==> src/rtl/cfu_rsp_buffer.sv <==
`default_nettype none
// ============================================================================
// Module      : cfu_rsp_buffer
// Description : CFU command/response buffer. Registers each accepted command
//               onto a one-cycle RAM strobe, captures the RAM result a cycle
//               later into a response FIFO and returns results in order.
// Revision    : 1.0 - initial release
// ============================================================================
module cfu_rsp_buffer #(
    parameter int DEPTH = 4
) (
    input  logic        clk,
    input  logic        reset,
    input  logic        cmd_valid,
    output logic        cmd_ready,
    input  logic [9:0]  cmd_payload_function_id,
    input  logic [31:0] cmd_payload_inputs_0,
    input  logic [31:0] cmd_payload_inputs_1,
    output logic        rsp_valid,
    input  logic        rsp_ready,
    output logic [31:0] rsp_payload_outputs_0,
    output logic        mem_valid,
    output logic [9:0]  mem_function_id,
    output logic [31:0] mem_inputs_0,
    output logic [31:0] mem_inputs_1,
    input  logic [31:0] mem_rdata,
    output logic [4:0]  occupancy
);

    localparam int                c_AW      = $clog2(DEPTH);
    localparam int                c_CW      = c_AW + 1;
    localparam logic [c_CW-1:0]   c_FULL    = c_CW'(DEPTH);
    localparam logic [4:0]        c_OCC_MAX = 5'(DEPTH);

    generate
        if (!(DEPTH == 2 || DEPTH == 4 || DEPTH == 8 || DEPTH == 16)) begin : g_depth_check
            $error("cfu_rsp_buffer: DEPTH must be 2, 4, 8 or 16");
        end
    endgenerate

    logic              r_live;
    logic              r_mem_valid;
    logic [9:0]        r_mem_fid;
    logic [31:0]       r_mem_in0;
    logic [31:0]       r_mem_in1;
    logic              r_wr_pend;
    logic [c_AW-1:0]   r_wr_ptr;
    logic [c_AW-1:0]   r_rd_ptr;
    logic [c_CW-1:0]   r_fifo_cnt;
    logic [4:0]        r_occ;
    logic [31:0]       r_fifo [DEPTH];

    logic              w_accept;
    logic              w_pop;

    // r_live keeps cmd_ready low until the first edge after reset release.
    assign cmd_ready             = r_live && (r_occ < c_OCC_MAX);
    assign rsp_valid             = (r_fifo_cnt != '0);
    assign rsp_payload_outputs_0 = rsp_valid ? r_fifo[r_rd_ptr] : 32'h0;
    assign mem_valid             = r_mem_valid;
    assign mem_function_id       = r_mem_fid;
    assign mem_inputs_0          = r_mem_in0;
    assign mem_inputs_1          = r_mem_in1;
    assign occupancy             = r_occ;

    assign w_accept = cmd_valid && cmd_ready;
    assign w_pop    = rsp_valid && rsp_ready;

    always_ff @(posedge clk or negedge reset) begin
        if (!reset) begin
            r_live      <= 1'b0;
            r_mem_valid <= 1'b0;
            r_mem_fid   <= '0;
            r_mem_in0   <= '0;
            r_mem_in1   <= '0;
            r_wr_pend   <= 1'b0;
            r_wr_ptr    <= '0;
            r_rd_ptr    <= '0;
            r_fifo_cnt  <= '0;
            r_occ       <= '0;
        end else begin
            r_live      <= 1'b1;
            r_mem_valid <= w_accept;
            if (w_accept) begin
                r_mem_fid <= cmd_payload_function_id;
                r_mem_in0 <= cmd_payload_inputs_0;
                r_mem_in1 <= cmd_payload_inputs_1;
            end
            // mem_rdata is valid in the cycle after the strobe.
            r_wr_pend <= r_mem_valid;
            if (r_wr_pend) begin
                r_wr_ptr <= r_wr_ptr + c_AW'(1);
            end
            if (w_pop) begin
                r_rd_ptr <= r_rd_ptr + c_AW'(1);
            end
            case ({r_wr_pend, w_pop})
                2'b10:   r_fifo_cnt <= r_fifo_cnt + c_CW'(1);
                2'b01:   r_fifo_cnt <= r_fifo_cnt - c_CW'(1);
                default: r_fifo_cnt <= r_fifo_cnt;
            endcase
            case ({w_accept, w_pop})
                2'b10:   r_occ <= r_occ + 5'd1;
                2'b01:   r_occ <= r_occ - 5'd1;
                default: r_occ <= r_occ;
            endcase
        end
    end

    // Storage is not reset; entries are only visible through rsp_valid.
    always_ff @(posedge clk) begin
        if (r_wr_pend) begin
            r_fifo[r_wr_ptr] <= mem_rdata;
        end
    end

    // Occupancy bounds in-flight plus queued entries, so this cannot fire.
    a_no_overflow: assert property (@(posedge clk) disable iff (!reset)
        !(r_wr_pend && (r_fifo_cnt == c_FULL)));

endmodule
`default_nettype wire

==> config.mk <==
export PLATFORM = sky130hd
export DESIGN_NAME = cfu_rsp_buffer
export DESIGN_NICKNAME = d
export VERILOG_FILES = /design/src/rtl/cfu_rsp_buffer.sv
export SDC_FILE = /design/constraint.sdc
export NUM_CORES = 1
export LEC_CHECK = 0
export ABC_AREA = 1
export CORE_MARGIN = 4
export CORE_UTILIZATION = 45
export DETAILED_ROUTE_END_ITERATION = 8
export DONT_BUFFER_PORTS = 1
export PLACE_DENSITY = 0.57
export REMOVE_ABC_BUFFERS = 1
export SYNTH_ARGS = -nofsm -noshare
export SYNTH_HDL_FRONTEND = slang
export SYNTH_SLANG_ARGS = --single-unit
==> constraint.sdc <==
create_clock -name clk -period 2.45 [get_ports clk]
set_clock_uncertainty 0.1 [all_clocks]
set_input_delay 0.1225 -clock clk [delete_from_list [all_inputs] [get_ports clk]]
set_output_delay 0.1225 -clock clk [all_outputs]
set_load 0.02 [all_outputs]
# Yosys cells after proc, flatten, opt, wreduce, memory -nomap -nowiden
# Memories as Yosys holds them, arrays and structs flattened.
# Cells that the tools add are included.
dict set report totals {
  elab_cells 33
  ramBits 128
  in_bits 110
  mem_count 1
  output_inout_bits 114
  register_bits 89
}
dict set report op_classes {
  mux 5
  addsub 6
  order_cmp 1
  n_reduce_logical 6
  eq_ne 4
}
# memory depth width read_ports rd_ports_with_merged_regs write_ports line_no
set memory_table {}
lappend memory_table {r_fifo 4 32 1 0 1 51} ;# logic [31:0] r_fifo [DEPTH];
# cell n
set ops {}
lappend ops {{2-to-1 mux 32 bit} 1}
lappend ops {{one-hot mux 5 bit (2 select lines)} 1}
lappend ops {{one-hot mux 3 bit (2 select lines)} 1}
lappend ops {{adder 5 x 1 -> 5 bit (second input constant)} 1}
lappend ops {{less-than comparator 5 x 3 -> 1 bit (second input constant)} 1}
lappend ops {{subtractor 5 x 1 -> 5 bit (second input constant)} 1}
lappend ops {{adder 2 x 1 -> 2 bit (second input constant)} 2}
lappend ops {{equality test 2 x 1 -> 1 bit (second input constant)} 2}
lappend ops {{equality test 2 bit (second input constant)} 2}
lappend ops {{nonzero test 2 bit} 2}
lappend ops {{adder 3 x 1 -> 3 bit (second input constant)} 1}
lappend ops {{logical AND 1 bit} 3}
lappend ops {{nonzero test 3 bit} 1}
lappend ops {{subtractor 3 x 1 -> 3 bit (second input constant)} 1}
lappend ops {{2-to-1 mux 1 bit} 2}

# Depth between registers and ports, before layout
# Gate-level depths: netlist (run 1).
dict set report depth {
  word_depth 5
  ltp_mapped 14
  ltp_nobuf 14
}

# Worst setup path before layout (run 1)
# No wires, ideal clock.
dict set report synth_path {
  path_type {register to register}
  start {reg r_occ[3], in the netlist occupancy[3]}
  end {reg r_occ[4], in the netlist occupancy[4]}
  setup_time_ns 0.117
  stages_incl_launch_ff 11
  path_slack_ns 0.249
  period_less_slack_ns 2.201
  path_buffers 1
  t_arrival_ns 1.984
  required_time_ns 2.233
  cell_sequence {dfrtp_1 > nor2_1 > nand4_2 > buf_2 > ha_1 > ha_1 > or2_2 > nand2_1 > nand2_1 > nand3_1 > nand2_1}
}
dict set report synth_via {
  elab_chain_len 5
  word_cells_on_any_way 9
  classes_between {2 x add/sub; 1 x order compare; 2 x eq/ne; 1 x mux; 3 x reduce/logical}
}
# element line_no
set synth_rtl {}
lappend synth_rtl {{from (decl)} 50} ;# logic [4:0] r_occ;
lappend synth_rtl {{from (signal assigned)} 103} ;# 2'b10: r_occ <= r_occ + 5'd1;
lappend synth_rtl {{from (signal assigned)} 104} ;# 2'b01: r_occ <= r_occ - 5'd1;
lappend synth_rtl {{from (signal assigned)} 105} ;# default: r_occ <= r_occ;
lappend synth_rtl {{less-than comparator 5 x 3 -> 1 bit} 57} ;# assign cmd_ready = r_live && (r_occ < c_OCC_MAX);
lappend synth_rtl {{logical AND 1 bit} 57}
lappend synth_rtl {{logical AND 1 bit} 66} ;# assign w_accept = cmd_valid && cmd_ready;
lappend synth_rtl {{equality test 2 x 1 -> 1 bit or equality test 2 bit (tied branches)} 102} ;# case ({w_accept, w_pop})
lappend synth_rtl {{one-hot mux 5 bit (2 select lines) or nonzero test 2 bit (tied branches)} --}
# Parallel ways exist; a longest one is shown, timed or not.
# A chain may end at the register's enable or synchronous reset.

# Worst setup path in the final report (run 1)
dict set report layout_path {
  start {reg r_fifo_cnt[0]}
  end {out rsp_payload_outputs_0[26]}
}
dict set report layout_via {
  elab_chain_len 2
}
# element line_no
set layout_rtl {}
lappend layout_rtl {{from (decl)} 49} ;# logic [c_CW-1:0] r_fifo_cnt;
lappend layout_rtl {{from (signal assigned)} 98} ;# 2'b10: r_fifo_cnt <= r_fifo_cnt + c_CW'(1);
lappend layout_rtl {{from (signal assigned)} 99} ;# 2'b01: r_fifo_cnt <= r_fifo_cnt - c_CW'(1);
lappend layout_rtl {{from (signal assigned)} 100} ;# default: r_fifo_cnt <= r_fifo_cnt;
lappend layout_rtl {{nonzero test 3 bit} 58} ;# assign rsp_valid = (r_fifo_cnt != '0);
lappend layout_rtl {{2-to-1 mux 32 bit} 59} ;# assign rsp_payload_outputs_0 = rsp_valid ? r_fifo[r_rd_ptr] : 32'h0;
lappend layout_rtl {{to (decl)} 21} ;# output logic [31:0] rsp_payload_outputs_0,
# Every way passes these cells.

==> results of run 1 <==
==> synthesized netlist by cell type <==
cell      instances
nand2_1         251
buf_4             8
inv_2             2
xor2_1            2
nor2_1          137
dfrtp_1          89
xnor2_1           2
nand3_1           5
buf_6            10
a21oi_1          32
nand4_2           1
ha_1              9
and3_1            1
clkbuf_1          8
o21ai_0          41
inv_1            22
fa_1              2
conb_1            1
o21ai_1          28
edfxtp_1        128
clkbuf_2          1
or2_2             2
buf_2            15
==> registers in the layout (all words and copies together), names as in the netlist <==
| register | count |
|---|---|
| mem_function_id | 10 |
| r_wr_pend | 1 |
| r_rd_ptr | 2 |
| r_fifo_cnt | 3 |
| r_fifo | 128 |
| occupancy | 5 |
| mem_inputs_0 | 32 |
| r_wr_ptr | 2 |
| mem_inputs_1 | 32 |
| r_live | 1 |
| mem_valid | 1 |
==> layer usage <==
| metal | wire (µm) | GRT usage | vias up |
|---|---|---|---|
| met2 | 10900 | 0.348 | 223 |
| met4 | 525 | 0.0546 | 0 |
| met1 | 8390 | 0.237 | 2942 |
| li1 | - | - | 2881 |
| met5 | 0 | 0 | - |
| met3 | 1480 | 0.0503 | 42 |
==> final cells by class <==
cell class / instances / area, µm²
clock inverters: 6 / 65.1
flip-flops and latches: 217 / 6070
diodes: 1 / 2.50
fillers: 1498 / 7840
inverters: 24 / 90.1
clock buffers: 36 / 688
well taps: 260 / 325
multi-input cells: 514 / 2220
repair buffers: 158 / 1530
==> metrics by stage <==
step,utilization,instances,instance area (µm²),setup slack [ns]
after CTS,0.584,1215,11000,0.103
after detailed placement,0.484,1063,9120,0.193
after global routing,0.584,1216,11000,0.0284
after floorplan,-,755,8370,-0.879
after global placement,0.484,1063,9120,0.280
final,0.584,1216,11000,0.143
==> power breakdown <==
group	total (mW)	switching, mW	leakage [nW]	internal (mW)
Clock	3.39	1.36	0.366	2.04
Combinational	4.57	2.81	2.04	1.76
Sequential	5.98	1.33	2.26	4.65
Total	13.9	5.50	4.67	8.45
==> logic make-up after synthesis <==
kind of cell,Yosys count,share of synthesized area
other,1,0.000433
AND/OR/NAND/NOR,397,0.175
XOR/XNOR,4,0.00405
buffers and inverters,66,0.0431
flip-flops,217,0.702
adder cells (fa/ha/maj),11,0.0176
AO/OA/AOI/OAI,101,0.0584
==> path summary, 6_finish.rpt <==
check / from / end
max in group asynchronous: reset / mem_function_id[6]
setup / recovery: r_fifo_cnt[0] / rsp_payload_outputs_0[26]
hold / removal: reset / mem_inputs_0[24]
setup reg to reg: occupancy[2] / occupancy[4]
min in group clk: cmd_payload_inputs_0[4] / mem_inputs_0[4]
hold reg to reg: r_fifo_cnt[0] / r_fifo_cnt[0]
==> flow_metrics.py, run 1 <==
metrics = {
    "layout": {
        "drive_above_1_share": 0.0953,
        "final_common_cell": "nand2_1",
        "nets": 1059,
        "mostFrequentLayoutCells": "251 x nand2_1, 137 x nor2_1, 128 x edfxtp_1",
        "syn2layout_area_growth_pct": 27.0,
    },
    "global_routing": {
        "track_usage": 0.196,
        "antenna_found_initial": 1,
        "overflow": 0,
        "grt_pass1_wl_mm": 34.0,
        "grt_pass1_vias": 6400,
        "grt_max_degree": 90,
    },
    "synth": {
        "ys_types": 23,
        "synth_area_mm2": 0.00865,
        "yosys_warnings": 0,
        "syn_area_per_cell_um2": 10.9,
        "synth.top_cell.area_share": 0.444,
        "synth-seq-cells": 217,
        "synth-seq-area-share": 0.702,
        "synthTopCellsByArea": "edfxtp_1 44%, dfrtp_1 26%, nand2_1 11%",
        "synthesis.instances": 797,
        "synth_top_area_cell": "edfxtp_1",
    },
    "setup_path": {
        "r2r_setup_slack_ns": 0.19,
        "cp.required_ns": 2.23,
        "worst-path-buf-inv": 5,
        "start_kind": "flop",
        "cp_cell_sequence": "inv_1 -> nand3_1 -> buf_4 -> inv_1 -> buf_12 -> a21oi_1 -> buf_4",
        "cp_top_family": "buffers and inverters",
        "worstPathMaxFanout": 26,
        "crit_slowest_cell": "dfrtp_1",
        "critical_path.endpoint_type": "output port",
        "slowest_delay_ns": 0.38,
        "worstSetupPathDepth": 7,
        "worstPathArrival_ns": 2.08,
        "crit_type": "flop to output port",
        "r2r_cells": 9,
    },
    "routing": {
        "drc": 0,
        "ant_nets": 0,
        "wl_mm": 21.3,
        "drt-pass1-iter-count": 4,
        "wl_per_cell_um": 17.5,
        "drt-initial-drc-count": 303,
        "vias": 6088,
        "viasPerCell": 5.01,
    },
    "clocking": {
        "cts-resized-gates": 0,
        "cts_tree": "done",
        "cts_made_buffers": 23,
        "cts_sinks": 217,
        "holdBufCountCts": 110,
        "cts-root-buf": "clkbuf_16",
        "htree_num_levels": 1,
        "clkLatencyLatePin_ns": 0.50,
        "cts_setup_buffers": 0,
        "clock_path_buffers": 3,
        "path_clk_slew_ns": 0.06,
    },
    "die": {
        "start_util": 0.460,
        "io_pins": 224,
        "die_area_mm2": 0.0215,
        "rows": 50,
        "die_x_um": 147,
        "coreArea_mm2": 0.0188,
        "chipHeight_um": 147,
    },
    "sta": {
        "worst_slew_pin_slew_ns": 0.739,
        "drv_slew": 0,
        "whs_ns": 0.0890,
        "finalHoldViolCount": 0,
        "min_period_ns": 2.31,
        "period_share": 0.941,
        "rsz0062_at_grt": "false",
        "max_freq_mhz": 434,
        "setup_violations": 0,
        "relSlewSlack": 0.507,
        "fin_tns_setup_ns": 0,
    },
    "placed_design": {
        "gp_congestion": 0.730,
        "dp.final_hpwl_mm": 12.5,
        "port_buffers": 0,
    },
    "power_and_ir_drop": {
        "p_leak_nw": 4.67,
        "ir_drop_v": 0.000720,
        "fin_total_pwr_mw": 13.9,
        "power_density_mw_per_mm2": 1270,
    },
    "run": {
        "cap_violations": 0,
    },
    "worst_hold_path": {
        "hold_path.class": "input port to asynchronous set/reset pin",
    },
    "outcome": {
        "outcome": "complete, no violations",
    },
}
Power figures use the tool's default switching activity.
==> inputs of run 2 (changes only) <==
Settings changed: ABC_AREA 1 to default, RECOVER_POWER from default to 25, SLEW_MARGIN from default to 10.
==> flow_metrics.py, run 2 <==
metrics = {
    "power_and_ir_drop": {
        "switching_share": 0.351,
        "comb_power_share": 0.295,
        "p_leak_nw": 4.25,
        "fin_total_pwr_mw": 13.3,
        "power.switching_mw": 4.68,
        "seqPwrFrac": 0.469,
        "power_density_mw_per_mm2": 1220,
        "power.internal_mw": 8.65,
        "pwr-share-clk": 0.236,
        "ir_drop_v": 0.000729,
    },
    "layout": {
        "syn2layout_area_growth_pct": 26.8,
        "stdcell_count": 832,
        "final_common_cell": "edfxtp_1",
        "largest_register_ffs": 128,
        "nFillCells": 1433,
        "nets": 705,
        "antenna_cells": 0,
        "largest_register": "r_fifo",
        "mostFrequentLayoutCells": "128 x edfxtp_1, 109 x dlygate4sd3_1, 88 x dfrtp_1",
        "drive_above_1_share": 0.296,
        "fin_util": 0.580,
    },
    "synth": {
        "async_flop_share": 0.410,
        "ys_top_cells_by_count": "128 x edfxtp_1, 89 x dfrtp_1, 40 x mux2_4, 37 x and2_1, 34 x mux2_2",
        "ys_types": 33,
        "synth_edf_count": 128,
        "synth_ff_type": "edfxtp_1",
        "synth-seq-area-share": 0.707,
        "yosys_warnings": 0,
        "synth_area_mm2": 0.00859,
        "synth_most_common_cell": "edfxtp_1",
        "synth.top_cell.area_share": 0.448,
        "synthesis.instances": 440,
        "synth-seq-cells": 217,
        "synth_top_area_cell": "edfxtp_1",
        "syn_area_per_cell_um2": 19.5,
        "synthTopCellsByArea": "edfxtp_1 45%, dfrtp_1 26%, mux4_2 8.4%",
    },
    "clocking": {
        "clock_path_buffers": 3,
        "cts_made_buffers": 23,
        "path_clk_slew_ns": 0.06,
        "cts_sinks": 217,
        "cts-root-buf": "clkbuf_16",
        "cts_setup_buffers": 0,
        "htree_num_levels": 1,
        "cts_tree": "done",
        "clkLatencyLatePin_ns": 0.49,
    },
    "setup_path": {
        "worst-path-buf-inv": 1,
        "worstPathArrival_ns": 2.63,
        "cp_common_cell": "ha_4",
        "start_kind": "flop",
        "critical_path.endpoint_type": "flop",
        "cp_cell_sequence": "or3_4 -> and2_4 -> ha_4 -> buf_4 -> ha_4 -> nand2b_1 -> or4_1 -> nand4_1 -> o311ai_0",
        "cp.required_ns": 2.71,
        "cp_top_family": "simple AND/OR/NAND/NOR gates",
        "crit_slowest_cell": "or4_1",
        "worstPathMaxFanout": 5,
        "crit_type": "flop to flop",
        "slowest_delay_ns": 0.39,
    },
    "sta": {
        "whs_ns": 0.215,
        "worst_slew_pin_slew_ns": 1.17,
        "max_freq_mhz": 421,
        "rsz0062_at_grt": "true",
        "drv_slew": 0,
        "setup_violations": 0,
        "min_period_ns": 2.37,
        "finalHoldViolCount": 0,
        "period_share": 0.969,
        "relSlewSlack": 0.217,
    },
    "global_routing": {
        "grt_max_degree": 90,
        "overflow": 0,
        "antenna_found_initial": 0,
        "grt_pass1_wl_mm": 28.5,
        "track_usage": 0.168,
        "grt_pass1_vias": 4984,
    },
    "die": {
        "io_pins": 224,
        "die_area_mm2": 0.0214,
        "coreArea_mm2": 0.0188,
        "chipHeight_um": 146,
        "rows": 50,
        "start_util": 0.458,
        "die_x_um": 146,
    },
    "routing": {
        "wl_per_cell_um": 22.1,
        "wl_mm": 18.4,
        "ant_nets": 0,
        "drt-pass1-iter-count": 4,
        "viasPerCell": 5.27,
        "drt-initial-drc-count": 186,
        "drc": 0,
        "vias": 4384,
    },
    "placed_design": {
        "dp.final_hpwl_mm": 11.8,
        "dp.cells": 683,
        "port_buffers": 0,
        "gp_congestion": 0.787,
    },
    "worst_hold_path": {
        "hold_path.class": "input port to flop",
    },
    "run": {
        "cap_violations": 0,
    },
    "outcome": {
        "outcome": "complete, no violations",
    },
}
run 2: final cells by class:
type | instances | area [µm²] | share of cell area
flip-flops and latches | 217 | 6070 | 0.558
multi-input cells | 192 | 2420 | 0.222
repair buffers | 139 | 1380 | 0.127
clock buffers | 33 | 623 | 0.0572
well taps | 234 | 293 | 0.0269
clock inverters | 6 | 51.3 | 0.00471
inverters | 11 | 41.3 | 0.00379
run 2: metrics by stage:
step | TNS (ns) | worst slack [ns] | cell area [µm²]
detailed placement | -0.125 | -0.0787 | 9050
global route | -0.00695 | -0.00695 | 10900
global placement | -0.0422 | -0.0422 | 9050
CTS | 0 | 0.0127 | 10900
finish | 0 | 0.0761 | 10900
floorplan | -109.22 | -2.59 | 8460
run 2: cells by family (layout without fill, tap and decap cells):
logic type | after synthesis | after routing | share of synthesized area
buf+inv | 31 | 189 | 0.0191
simple gates | 53 | 53 | 0.0389
flops | 217 | 217 | 0.707
xor+xnor | 9 | 9 | 0.00918
mux | 107 | 107 | 0.200
other cells | 1 | 1 | 0.000437
compound gates | 11 | 11 | 0.00801
fa+ha+maj | 11 | 11 | 0.0178
run 2: worst paths after layout:
kind                                         start          endpoint  slack (ns)  cells past startpoint
setup / recovery                     r_fifo_cnt[2]      occupancy[4]        0.08                      9
hold / removal             cmd_payload_inputs_1[1]   mem_inputs_1[1]        0.21                      2
setup reg to reg                     r_fifo_cnt[2]      occupancy[4]        0.08                      9
hold reg to reg                        r_wr_ptr[0]       r_wr_ptr[0]        0.44                      1
max in group asynchronous                    reset       r_rd_ptr[0]        1.03                      2
min in group asynchronous                    reset  mem_inputs_0[20]        0.38                      2
run 2: power by group through the flow:
stage	Sequential, mW	Combinational, mW	Clock (mW)
finish	6.25	3.94	3.15
global route	6.36	4.24	3.42
CTS	6.26	3.92	3.26
detailed placement	6.30	3.71	0
global placement	6.32	3.60	0
floorplan	6.20	2.72	0
run 2: repair_timing:
action	4_1_cts	5_1_grt
hold endpoints to repair	295	0
gates resized for setup	3	9
setup endpoints to repair	2	8
hold buffers	110	0
pin swaps	2	5
run 2: per-layer routing:
layer | vias up | wire, µm | global-route usage
met5 | - | 0 | 0
met1 | 2233 | 7040 | 0.197
met4 | 0 | 386 | 0.0452
met2 | 184 | 9440 | 0.295
li1 | 1940 | - | -
met3 | 27 | 1550 | 0.0577
==> inputs of run 3 (changes only) <==
Settings changed: CORE_UTILIZATION 45 to 25, PLACE_DENSITY 0.57 to 0.35.
==> flow_metrics.py, run 3 (same netlist as run 2, synthesis figures left out) <==
metrics = {
    "outcome": {
        "outcome": "complete, no violations",
    },
    "die": {
        "coreArea_mm2": 0.0337,
        "io_pins": 224,
        "start_util": 0.255,
        "chipHeight_um": 193,
        "die_x_um": 193,
        "die_area_mm2": 0.0374,
        "rows": 67,
    },
    "clocking": {
        "clock_path_buffers": 3,
        "path_clk_slew_ns": 0.06,
        "cts_made_buffers": 25,
        "cts_sinks": 217,
        "htree_num_levels": 1,
        "cts_tree": "done",
        "cts-root-buf": "clkbuf_16",
        "clkLatencyLatePin_ns": 0.51,
    },
    "layout": {
        "antenna_cells": 0,
        "largest_register": "r_fifo",
        "fin_util": 0.333,
        "final_common_cell": "edfxtp_1",
        "syn2layout_area_growth_pct": 30.7,
        "stdcell_count": 1056,
        "drive_above_1_share": 0.308,
        "largest_register_ffs": 128,
        "nets": 712,
        "mostFrequentLayoutCells": "128 x edfxtp_1, 109 x dlygate4sd3_1, 87 x dfrtp_1",
    },
    "placed_design": {
        "port_buffers": 0,
        "gp_congestion": 0.789,
        "dp.cells": 899,
        "dp_slack_ns": -0.162,
        "dp.final_hpwl_mm": 12.7,
    },
    "routing": {
        "drt-initial-drc-count": 95,
        "wl_per_cell_um": 18.7,
        "ant_nets": 0,
        "wl_mm": 19.8,
        "drc": 0,
        "drt-pass1-iter-count": 4,
        "vias": 4393,
        "viasPerCell": 4.16,
    },
    "power_and_ir_drop": {
        "ir_drop_v": 0.000561,
        "power_density_mw_per_mm2": 1210,
        "p_leak_nw": 4.30,
    },
    "global_routing": {
        "grt_max_degree": 90,
        "grt_pass1_vias": 5158,
        "grt_pass1_wl_mm": 30.7,
        "track_usage": 0.103,
        "antenna_found_initial": 0,
        "overflow": 0,
    },
    "setup_path": {
        "r2r_cells": 9,
        "critical_path.endpoint_type": "flop",
        "rr_endpoint": "occupancy[4]",
        "r2r_setup_slack_ns": 0.07,
        "cp.required_ns": 2.73,
        "r2r-start": "r_fifo_cnt[1]",
        "worstPathMaxFanout": 4,
        "start_kind": "flop",
        "worstPathArrival_ns": 2.66,
        "crit_end": "occupancy[4]",
        "crit_path_start": "r_fifo_cnt[1]",
        "crit_type": "flop to flop",
    },
    "sta": {
        "drv_slew": 0,
        "whs_ns": 0.189,
        "relSlewSlack": 0.181,
        "worst_slew_pin_slew_ns": 1.23,
        "setup_ws_ns": 0.0723,
        "min_period_ns": 2.38,
        "finalHoldViolCount": 0,
        "period_share": 0.971,
        "fin_tns_setup_ns": 0,
        "max_freq_mhz": 421,
        "setup_violations": 0,
    },
    "worst_hold_path": {
        "hold_path.class": "input port to flop",
        "min_from": "cmd_payload_inputs_1[24]",
    },
    "run": {
        "cap_violations": 0,
    },
}
==> run 3: repair_timing <==
item	in CTS	in global routing
setup buffers	0	3
gates resized for setup	6	3
endpoints found under the hold margin	297	0
pin swaps	0	2
hold buffers	110	0
endpoints found under the setup margin	24	17
==> run 3: cell type report <==
class	instances	area (µm²)
inverters	11	41.3
fillers	3287	22500
multi-input cells	192	2410
clock buffers	36	687
clock inverters	8	37.5
well taps	448	561
flip-flops and latches	217	6080
repair buffers	144	1420
==> run 3: worst min path at each step <==
stage,endpoint,slack (ns),cells after the start
global placement,mem_function_id[3],-0.27,0
detailed placement,mem_inputs_0[14],-0.27,0
CTS,mem_function_id[3],0.05,2
floorplan,mem_function_id[0],-0.27,0
finish,mem_inputs_1[24],0.19,2
global route,mem_inputs_0[19],0.15,2
==> run 3: stage by stage <==
stage	instance area, µm²	total power [mW]
detailed placement	9340	10.1
global placement	9340	10.0
global route	11200	14.4
finish	11200	13.5
floorplan	8460	8.92
CTS	11200	13.8
==> run 3: worst max-delay path: stages (launching register included) <==
cell,delay [ns]
dfrtp_1,0.38
or3_4,0.39
and2_4,0.16
ha_4,0.17
buf_4,0.14
ha_1,0.18
nand2b_1,0.14
or4_1,0.40
nand4_1,0.08
o311ai_1,0.10
==> run 3: report_power, final <==
group | total (mW) | leakage (nW) | switching (mW) | internal, mW
Clock | 3.31 | 0.358 | 1.38 | 1.93
Sequential | 6.24 | 2.22 | 1.52 | 4.72
Combinational | 3.98 | 1.72 | 1.92 | 2.07
==> run 3: layer usage <==
| layer | share of wire | global-route usage | vias to the layer above |
|---|---|---|---|
| met5 | 0 | 0 | - |
| li1 | - | - | 1959 |
| met4 | 0.017 | 0.0239 | 0 |
| met1 | 0.38 | 0.117 | 2220 |
| met2 | 0.51 | 0.182 | 185 |
| met3 | 0.098 | 0.0411 | 29 |
